<file path="src/rtl/nic_channel_ctrl_pkg.sv">
`default_nettype none
// ============================================================================
// Module  : nic_channel_ctrl_pkg
// Brief   : Shared constants and helpers for the NIC channel controller
//           (register map, data width, status word builder).
// Revision: 1.0  initial release
// ============================================================================
package nic_channel_ctrl_pkg;

  localparam int c_DATA_W = 64;

  // Processor-side register map
  localparam logic [0:1] c_NIC_ADDR_ICB = 2'b00;  // input channel buffer (read)
  localparam logic [0:1] c_NIC_ADDR_ICS = 2'b01;  // input channel status (read)
  localparam logic [0:1] c_NIC_ADDR_OCB = 2'b10;  // output channel buffer (write)
  localparam logic [0:1] c_NIC_ADDR_OCS = 2'b11;  // output channel status (read)

  // Status word: flag sits in the last (least significant) bit, all others zero
  function automatic logic [0:c_DATA_W-1] statusWord(input logic flag);
    logic [0:c_DATA_W-1] w;
    w             = '0;
    w[c_DATA_W-1] = flag;
    return w;
  endfunction

endpackage
`default_nettype wire

</file>
<file path="src/rtl/nic_buf_1entry.sv">
`default_nettype none
// ============================================================================
// Module  : nic_buf_1entry
// Brief   : Single-entry channel buffer: data register plus full flag.
//           Load sets full and captures data; clear drops the full flag but
//           leaves the data register untouched (stale reads stay possible).
// Revision: 1.0  initial release
// ============================================================================
module nic_buf_1entry #(
  parameter int DATA_W = 64
) (
  input  logic              clk,
  input  logic              reset,      // asynchronous, active-low
  input  logic              i_load,
  input  logic [0:DATA_W-1] i_loadData,
  input  logic              i_clear,
  output logic [0:DATA_W-1] o_data,
  output logic              o_full
);

  logic [0:DATA_W-1] r_data;
  logic              r_full;

  // Capture on load; clear only drops the flag. Callers never assert both.
  always_ff @(posedge clk or negedge reset) begin
    if (!reset) begin
      r_data <= '0;
      r_full <= 1'b0;
    end else if (i_load) begin
      r_data <= i_loadData;
      r_full <= 1'b1;
    end else if (i_clear) begin
      r_full <= 1'b0;
    end
  end

  assign o_data = r_data;
  assign o_full = r_full;

endmodule
`default_nettype wire

</file>
<file path="src/rtl/nic_channel_ctrl.sv">
`default_nettype none
// ============================================================================
// Module  : nic_channel_ctrl
// Brief   : NIC between a polled processor port and one NoC router port.
//           One input and one output single-entry buffer, send/ready
//           handshakes, and a virtual-channel polarity gate on the output.
// Revision: 1.0  initial release
// ============================================================================
module nic_channel_ctrl
  import nic_channel_ctrl_pkg::*;
#(
  parameter int DATA_W = c_DATA_W,
  parameter int VC_BIT = 0
) (
  input  logic              clk,
  input  logic              reset,          // asynchronous, active-low
  input  logic [0:1]        addr_nic,
  input  logic [0:DATA_W-1] din_nic,
  output logic [0:DATA_W-1] dout_nic,
  input  logic              nicEn,
  input  logic              nicWrEn,
  input  logic              net_si,
  output logic              net_ri,
  input  logic [0:DATA_W-1] net_di,
  output logic              net_so,
  input  logic              net_ro,
  output logic [0:DATA_W-1] net_do,
  input  logic              net_polarity
);

  logic              w_cpuRead;
  logic              w_cpuWrite;
  logic              w_icbLoad;
  logic              w_icbClear;
  logic              w_ocbLoad;
  logic [0:DATA_W-1] w_icbData;
  logic [0:DATA_W-1] w_ocbData;
  logic              w_icbFull;
  logic              w_ocbFull;

  assign w_cpuRead  = nicEn && !nicWrEn;
  assign w_cpuWrite = nicEn && nicWrEn;

  // Router may only push while the input buffer is empty
  assign net_ri     = !w_icbFull;
  assign w_icbLoad  = net_si && net_ri;
  // A processor read of a full ICB consumes the packet
  assign w_icbClear = w_cpuRead && (addr_nic == c_NIC_ADDR_ICB) && w_icbFull;
  // Writes to a full OCB are dropped; software polls status first
  assign w_ocbLoad  = w_cpuWrite && (addr_nic == c_NIC_ADDR_OCB) && !w_ocbFull;

  // Output offered only when the packet's VC tag matches the router phase
  assign net_so = w_ocbFull && net_ro && (w_ocbData[VC_BIT] == net_polarity);
  assign net_do = w_ocbFull ? w_ocbData : '0;

  nic_buf_1entry #(.DATA_W(DATA_W)) u_icb (
    .clk       (clk),
    .reset     (reset),
    .i_load    (w_icbLoad),
    .i_loadData(net_di),
    .i_clear   (w_icbClear),
    .o_data    (w_icbData),
    .o_full    (w_icbFull)
  );

  nic_buf_1entry #(.DATA_W(DATA_W)) u_ocb (
    .clk       (clk),
    .reset     (reset),
    .i_load    (w_ocbLoad),
    .i_loadData(din_nic),
    .i_clear   (net_so),
    .o_data    (w_ocbData),
    .o_full    (w_ocbFull)
  );

  // Processor read mux; zero whenever no read is in progress
  always_comb begin
    dout_nic = '0;
    if (w_cpuRead) begin
      case (addr_nic)
        c_NIC_ADDR_ICB: dout_nic = w_icbData;
        c_NIC_ADDR_ICS: dout_nic = statusWord(w_icbFull);
        c_NIC_ADDR_OCS: dout_nic = statusWord(w_ocbFull);
        default:        dout_nic = '0;
      endcase
    end
  end

endmodule
`default_nettype wire
</file>
<file path="config.mk">
export PLATFORM = sky130hd
export DESIGN_NAME = nic_channel_ctrl
export DESIGN_NICKNAME = d
export VERILOG_FILES = /design/src/rtl/nic_channel_ctrl_pkg.sv /design/src/rtl/nic_buf_1entry.sv /design/src/rtl/nic_channel_ctrl.sv
export SDC_FILE = /design/constraint.sdc
export NUM_CORES = 1
export LEC_CHECK = 0
export ABC_AREA = 0
export CAP_MARGIN = 15
export CORE_MARGIN = 2
export CORE_UTILIZATION = 47
export CTS_BUF_LIST = sky130_fd_sc_hd__clkbuf_2
export DETAILED_ROUTE_END_ITERATION = 8
export PLACE_DENSITY = 0.87
export SETUP_SLACK_MARGIN = 0.02
export SKIP_LAST_GASP = 1
export SYNTH_ARGS = -nofsm -noshare
export SYNTH_HDL_FRONTEND = slang
export SYNTH_SLANG_ARGS = --single-unit
</file>
<file path="constraint.sdc">
create_clock -name clk -period 4.81 [get_ports clk]
set_input_delay 1.2025 -clock clk [delete_from_list [all_inputs] [get_ports clk]]
set_output_delay 1.2025 -clock clk [all_outputs]
set_load 0.1 [all_outputs]
</file>
### Word-level counts from Yosys, hierarchy flattened

Index checks and enable logic that the tools add are counted.

| storage, ports and cells | value |
|---|---|
| flip-flop bits (word level) | 130 |
| bits in latches | 0 |
| RAM bits | 0 |
| bits in read-only memories | 0 |
| output and inout port bits | 130 |
| memories kept | 0 |

| operators by class | value |
|---|---|
| add/subtract/negate cells | 0 |
| multiply operators | 0 |
| div/mod/pow operators | 0 |
| magnitude comparators | 0 |
| equality and inequality tests | 4 |
| shift operators | 0 |
| muxes and demuxes | 7 |
| bitwise operators | 0 |
| reductions and logical operators | 15 |

Operators with widths:

| cell | number |
|---|---|
| $pmux 64 s3 | 1 |
| $mux 64 | 2 |
| $logic_and 1x1->1 | 9 |
| $eq 2x2->1 const B | 2 |
| $mux 1 | 4 |
| $reduce_bool 2->1 | 2 |
| $logic_not 1->1 | 3 |
| $eq 2x1->1 const B | 1 |
| $logic_not 2->1 | 1 |
| $eq 1x1->1 | 1 |

### Logic depth before layout (Yosys ltp)

Gate-level depths: netlist of run 1.

| logic depth | value |
|---|---|
| depth in word-level cells | 6 |
| mapped depth | 5 |
| depth with buffers taken out | 3 |

### Hierarchy

A second synthesis of run 1 with hierarchy kept.

| second synthesis, totals | value |
|---|---|
| cells, all modules | 429 |
| area total of the unflattened synthesis | 6,246.0 um2 |

Modules (own cells, without submodules):

| module | times used | cells each | area an instance (um2) | seq. area each (um2) |
|---|---|---|---|---|
| nic_buf_1entry | 2 | 138 | 2,615.0 | 1,626.6 |
| nic_channel_ctrl | 1 | 153 | 1,016.0 | 0.0 |

### Worst setup path before layout of run 1

OpenSTA, ideal clock, no wires.

| timing path | value |
|---|---|
| kind | input -> output |
| start | input nicWrEn |
| end | output dout_nic[1] in the netlist's numbering |
| data arrival time | 2.623 ns |
| data required time | 3.608 ns |
| slack | 0.985 ns |
| stages | 3 |
| path buffers | 1 |
| cell sequence | nor4b_4 -> clkbuf_1 -> and2_1 |

| on the way | value |
|---|---|
| word-level cells in the longest chain between the ends | 3 |

RTL lines:

| item | RTL line | source |
|---|---|---|
| from (decl) | nic_channel_ctrl.sv:21 | `input logic nicWrEn,` |
| $logic_not 1->1 | nic_channel_ctrl.sv:41 | `assign w_cpuRead = nicEn && !nicWrEn;` |
| $logic_and 1x1->1 | nic_channel_ctrl.sv:41 |  |
| $mux 64 | nic_channel_ctrl.sv:79 | `if (w_cpuRead) begin` |
| to (decl) | nic_channel_ctrl.sv:19 | `output logic [0:DATA_W-1] dout_nic,` |

No other way between the ends.

### Worst setup path after layout of run 1

| timing path | value |
|---|---|
| start | input addr_nic[1] in the netlist's numbering |
| end | output dout_nic[15] in the netlist's numbering |

| on the way | value |
|---|---|
| word-level cells in the longest chain between the ends | 3 |
| elaborated cells on any way between the ends | 5 |

RTL lines:

| item | RTL line | source |
|---|---|---|
| from (decl) | nic_channel_ctrl.sv:17 | `input logic [0:1] addr_nic,` |
| $eq 2x2->1 (tied with other cells) | nic_channel_ctrl.sv:80 | `case (addr_nic)` |
| $pmux 64 s3 (*) | nic_channel_ctrl.sv:80 |  |
| $mux 64 (*) | nic_channel_ctrl.sv:79 |  |

Mark *: on every way between the ends. The rest lies on a longest branch, timed or not.

==> run_results.csv, run 1 <==
group,metric,value,unit
outcome,status,"completed",
clock_tree,cts.sinks,130,
timing,slew_violations,0,
clock_tree,clkTransAtPathRegs,190,ps
cells_and_area,multi_input_area,2520,um2
cells_and_area,final_area,9430,um2
worst_setup_path,arrival,2920,ps
timing,skew,24.3,ps
floorplan,num_io_pins,267,
cells_and_area,final_layout_size_suffix_gt1_share,42.1,%
cells_and_area,final_util,75.7,%
power_and_ir_drop,p_sw_share,49.3,%
power_and_ir_drop,clkPwrFrac,11.5,%
worst_setup_path,crit_fanout,64,
worst_setup_path,worstSetupStartpointType,"primary input",
worst_setup_path,required,3610,ps
clock_tree,clockBufferDepth,2,
floorplan,row_count,41,
grt,track_usage,23.2,%
cells_and_area,antenna_cells,0,
timing,worst_slack,687,ps
timing,hold_viol,0,
placed_design,place_ws,690,ps
timing,post-route-min-period,4120,ps
clock_tree,hold_buffers,0,
route,dr.pass1.iters,4,
floorplan,die_w,116,um
power_and_ir_drop,netSwitchingPower,2.99,mW
clock_tree,cts_root_buffer,"clkbuf_2",
timing,worst_pin_slew,1010,ps
worst_setup_path,worstSetupEndpointType,"primary output",
route,route.vias.total,4230,
grt,grt_max_degree,68,
clock_tree,cts_buffers,17,
synth,yosysWarnings,0,
timing,fin_tns_setup,0,ps
timing,post-route-period-util,85.7,%
hold_path,hp-class,"reg -> reg",
synth,ys_seq_elements,130,
power_and_ir_drop,intPower,3.07,mW
power_and_ir_drop,power_per_cell_area,642,nW/um2
cells_and_area,regArea,3250,um2
floorplan,core-area,12500,um2
synth,seq_area_frac_synth,54.9,%
clock_tree,cts_resized,0,
synth,syn_area_per_cell,13.9,um2
synth,netlist_instances,426,
timing,rsz0062_at_grt,"no",
synth,syn-num-nets,563,
route,postRouteAntennaNets,0,
clock_tree,cts_setup_buffers,0,
power_and_ir_drop,leakagePower,4.32,nW
timing,setup_viol,0,
cells_and_area,final_common_cell,"clkdlybuf4s50_1",
cells_and_area,layout.nets,827,
route,wl_per_cell,17.4,um
grt,grt_pass1_wl,23.8,mm
route,wirelength,15.2,mm
floorplan,die_h,116,um
cells_and_area,area_growth_syn_to_layout,59.1,%
timing,slew_headroom,32.2,%
placed_design,io_buffers,266,
floorplan,die-area,13500,um2
timing,clock.fmax,243,MHz
grt,grt-ovfl-total,0,
placed_design,gp_congestion,0.816,
cells_and_area,nFillCells,795,
placed_design,dp_hpwl,11.7,mm
placed_design,placed_area,9180,um2
power_and_ir_drop,ir_worst_vdd,0.747,mV
power_and_ir_drop,seq_power_share,32.3,%
synth,netlist-cell-type-count,20,
job,cap_violations,0,
clock_tree,cts_tree,"done",
floorplan,initial_core_util,47.6,%
grt,antenna_found_initial,0,
worst_setup_path,worstSetupPathType,"in -> out",
clock_tree,htreeDepth,4,
cells_and_area,final_cell_mix,"clkdlybuf4s50_1, dfrtp_1, and2_1, mux2_2, buf_4",
clock_tree,clkLatencyLatePin,650,ps
route,drc,0,
synth,syn_area,5930,um2
placed_design,placed_cells,843,
route,routed_via_density,4.83,
power_and_ir_drop,pwr-share-comb,56.2,%
cells_and_area,fin_cells,875,
grt,grt_pass1_vias,4557,
route,drt_iter0_drc,147,
-- path summary, 6_finish.rpt --
path / from / end / slack [ps] / cells after the start
setup / recovery: addr_nic[1] / dout_nic[15] / 690 / 5
hold / removal: u_icb.o_data[58] / u_icb.o_data[58] / 520 / 1
setup reg to reg: u_ocb.o_full / u_ocb.o_data[13] / 2500 / 4
hold reg to reg: u_icb.o_data[58] / u_icb.o_data[58] / 520 / 1
max in group asynchronous: reset / u_icb.o_data[17] / 3340 / 2
min in group asynchronous: reset / u_ocb.o_data[17] / 620 / 1
-- final cells by class --
cell class	instances	share of cell area, %
Tap cell	172	2.28
Clock inverter	15	1.76
Timing Repair Buffer	272	33.7
Multi-Input combinational cell	267	26.8
Clock buffer	17	0.902
Inverter	2	0.0796
Sequential cell	130	34.5
-- state kept, by name, summed over array words and instances (netlist names) --
signal,flops
u_ocb.o_data,64
u_icb.o_full,1
u_icb.o_data,64
u_ocb.o_full,1
-- synthesized netlist by cell type --
master / count / area (um2)
dfrtp_1: 130 / 3250
and2_1: 127 / 795
mux2_2: 79 / 890
mux2_4: 49 / 736
clkbuf_1: 13 / 48.8
buf_2: 8 / 40.0
buf_6: 5 / 56.3
inv_1: 2 / 7.51
o21ai_0: 2 / 10.0
and3_1: 1 / 6.26
and3b_1: 1 / 8.76
buf_4: 1 / 7.51
mux2i_1: 1 / 10.0
nand3_1: 1 / 5.00
nand4_1: 1 / 6.26
nor2_1: 1 / 3.75
nor2b_1: 1 / 6.26
nor4b_4: 1 / 23.8
o21bai_1: 1 / 7.51
xnor2_1: 1 / 8.76
-- power by group through the flow --
stage	Sequential (mW)	Combinational [mW]	Clock (mW)
2_1_floorplan	1.82	2.72	0
3_3_place_gp	1.94	3.37	0
3_5_place_dp	1.98	3.43	0
4_1_cts	1.96	3.44	0.719
5_1_grt	2.02	3.54	0.775
6_report	1.96	3.41	0.695
-- per-layer routing --
layer  global-route usage, %  vias to the layer above  wire, um
met3                    8.20                       40      1330
met5                       0                        -         0
met1                    26.0                     2043      5510
met4                    11.7                        0       570
li1                        -                     1948         -
met2                    39.3                      199      7830
-- stage by stage --
step | power, mW | hold WS (ps)
floorplan | 4.54 | 471
detailed placement | 5.41 | 487
CTS | 6.11 | 529
finish | 6.06 | 524
global placement | 5.30 | 480
global route | 6.34 | 544
-- logic make-up after synthesis --
| group | after synthesis | share of synthesized area, % |
|---|---|---|
| DFF | 130 | 54.9 |
| muxes | 129 | 27.6 |
| AOI/OAI and AO/OA | 3 | 0.295 |
| and+or+nand+nor | 134 | 14.4 |
| buffers and inverters | 29 | 2.70 |
| xor gates and xnor gates | 1 | 0.148 |
-- critical path, cell delays in order --
cell and delay, ps:
clkdlybuf4s50_1 530, nor4b_4 260, buf_4 450, and2_1 260, buf_12 190
Power figures use the tool's default switching activity.
==> run 2: changes to the inputs <==
--- a/config.mk
+++ b/config.mk
@@ -7,7 +7,6 @@
 export LEC_CHECK = 0
 export ABC_AREA = 0
 export CAP_MARGIN = 15
-export CORE_MARGIN = 2
 export CORE_UTILIZATION = 47
 export CTS_BUF_LIST = sky130_fd_sc_hd__clkbuf_2
 export DETAILED_ROUTE_END_ITERATION = 8
==> run 2 against run 1 <==
Register-to-register slack got worse by 320 ps. Wire length increased by 1.5%. Core utilization increased by 1.2 points. Final cell count decreased by 0.34%. Non-clock buffer count increased by 1. Critical endpoint is now dout_nic[31].
==> run_results.csv, run 2 (synthesis results as in run 1) <==
group,metric,value,unit
outcome,status,"completed",
grt,grt-ovfl-total,0,
cells_and_area,final_util,76.9,%
power_and_ir_drop,ir_worst_vdd,0.663,mV
clock_tree,htreeDepth,4,
power_and_ir_drop,seq_power_share,33.5,%
floorplan,core-area,12200,um2
timing,rsz0062_at_grt,"no",
clock_tree,cts_setup_buffers,0,
placed_design,io_buffers,266,
worst_setup_path,worstSetupPathType,"in -> out",
route,drt_iter0_drc,156,
clock_tree,cts_buffers,17,
cells_and_area,area_growth_syn_to_layout,57.8,%
clock_tree,cts_tree,"done",
grt,grt_pass1_wl,24.3,mm
clock_tree,clkLatencyLatePin,680,ps
timing,fin_tns_setup,0,ps
clock_tree,hold_buffers,0,
clock_tree,cts_resized,0,
floorplan,die_w,114,um
grt,grt_pass1_vias,4718,
cells_and_area,final_layout_size_suffix_gt1_share,41.8,%
cells_and_area,final_common_cell,"clkdlybuf4s50_1",
floorplan,row_count,40,
power_and_ir_drop,leakagePower,4.31,nW
worst_setup_path,worstSetupStartpointType,"primary input",
worst_setup_path,worstSetupEndpointType,"primary output",
timing,post-route-period-util,85.3,%
cells_and_area,antenna_cells,0,
power_and_ir_drop,pwr-share-comb,58.0,%
route,wirelength,15.5,mm
power_and_ir_drop,power,5.88,mW
power_and_ir_drop,clkPwrFrac,8.5,%
worst_setup_path,required,3610,ps
placed_design,gp_congestion,0.767,
worst_setup_path,crit_fanout,64,
floorplan,initial_core_util,48.8,%
timing,setup_viol,0,
cells_and_area,final_cell_mix,"clkdlybuf4s50_1, dfrtp_1, and2_1, mux2_2, buf_4",
timing,slew_headroom,31.5,%
power_and_ir_drop,p_sw_share,50.2,%
clock_tree,cts_root_buffer,"clkbuf_2",
floorplan,die_h,114,um
hold_path,hp-class,"reg -> reg",
timing,slew_violations,0,
grt,antenna_found_initial,0,
clock_tree,clkTransAtPathRegs,150,ps
floorplan,die-area,13100,um2
timing,clock.fmax,244,MHz
route,dr.pass1.iters,4,
route,route.vias.total,4284,
route,postRouteAntennaNets,0,
worst_setup_path,arrival,2900,ps
clock_tree,cts.sinks,130,
grt,track_usage,24.9,%
clock_tree,clockBufferDepth,2,
route,wl_per_cell,17.7,um
cells_and_area,nFillCells,762,
route,routed_via_density,4.91,
power_and_ir_drop,power_per_cell_area,629,nW/um2
timing,skew,27.2,ps
placed_design,dp_hpwl,11.9,mm
grt,grt_max_degree,94,
cells_and_area,layout.nets,828,
timing,post-route-min-period,4100,ps
timing,worst_pin_slew,1030,ps
power_and_ir_drop,intPower,2.93,mW
job,cap_violations,0,
floorplan,num_io_pins,267,
timing,hold_viol,0,
power_and_ir_drop,netSwitchingPower,2.96,mW
route,drc,0,
-- run 2: through the flow --
| step | hold slack (ps) | setup slack, ps | area (um2) | instances |
|---|---|---|---|---|
| final | 516 | 709 | 9360 | 872 |
| after global routing | 527 | 570 | 9360 | 872 |
| after CTS | 521 | 691 | 9360 | 872 |
| after detailed placement | 487 | 691 | 9200 | 840 |
| after global placement | 481 | 741 | 9200 | 840 |
| after floorplan | 471 | 985 | 5930 | 426 |
-- run 2: worst max-delay path, cell delays in order --
cell	delay, ps
clkdlybuf4s50_1	480
nor4b_4	280
buf_4	440
and2_1	270
buf_12	190
-- run 2: final timing paths --
path                                  start          endpoint  slack, ps  cells past startpoint
max in group asynchronous             reset   u_ocb.o_data[2]       3370                      2
max reg2reg                    u_ocb.o_full   u_ocb.o_data[5]       2180                      4
min in group asynchronous             reset  u_ocb.o_data[47]        610                      1
min reg2reg                u_icb.o_data[16]  u_icb.o_data[16]        520                      1
min                        u_icb.o_data[16]  u_icb.o_data[16]        520                      1
max                                 nicWrEn      dout_nic[31]        710                      5
-- run 2: cell type report --
class	count	area [um2]	share of cell area [%]
sequential	130	3250	34.8
tap	168	210	2.25
clock inverter	10	43.8	0.468
inverter	2	7.51	0.0802
clock buffer	22	110	1.18
multi-input combinational	267	2520	27.0
timing repair buffer	273	3210	34.3
-- run 2: power groups by stage --
stage | Combinational, mW | Clock [mW] | Sequential [mW]
finish | 3.41 | 0.501 | 1.97
global route | 3.53 | 0.567 | 2.04
CTS | 3.43 | 0.526 | 1.97
detailed placement | 3.43 | 0 | 1.99
global placement | 3.36 | 0 | 1.95
floorplan | 2.72 | 0 | 1.82
-- run 2: layer usage --
layer	track usage, %	vias to the layer above	wire (um)
met3	8.05	43	1140
met5	0	-	0
met2	44.6	199	8180
met1	26.2	2096	5610
li1	-	1946	-
met4	12.2	0	536
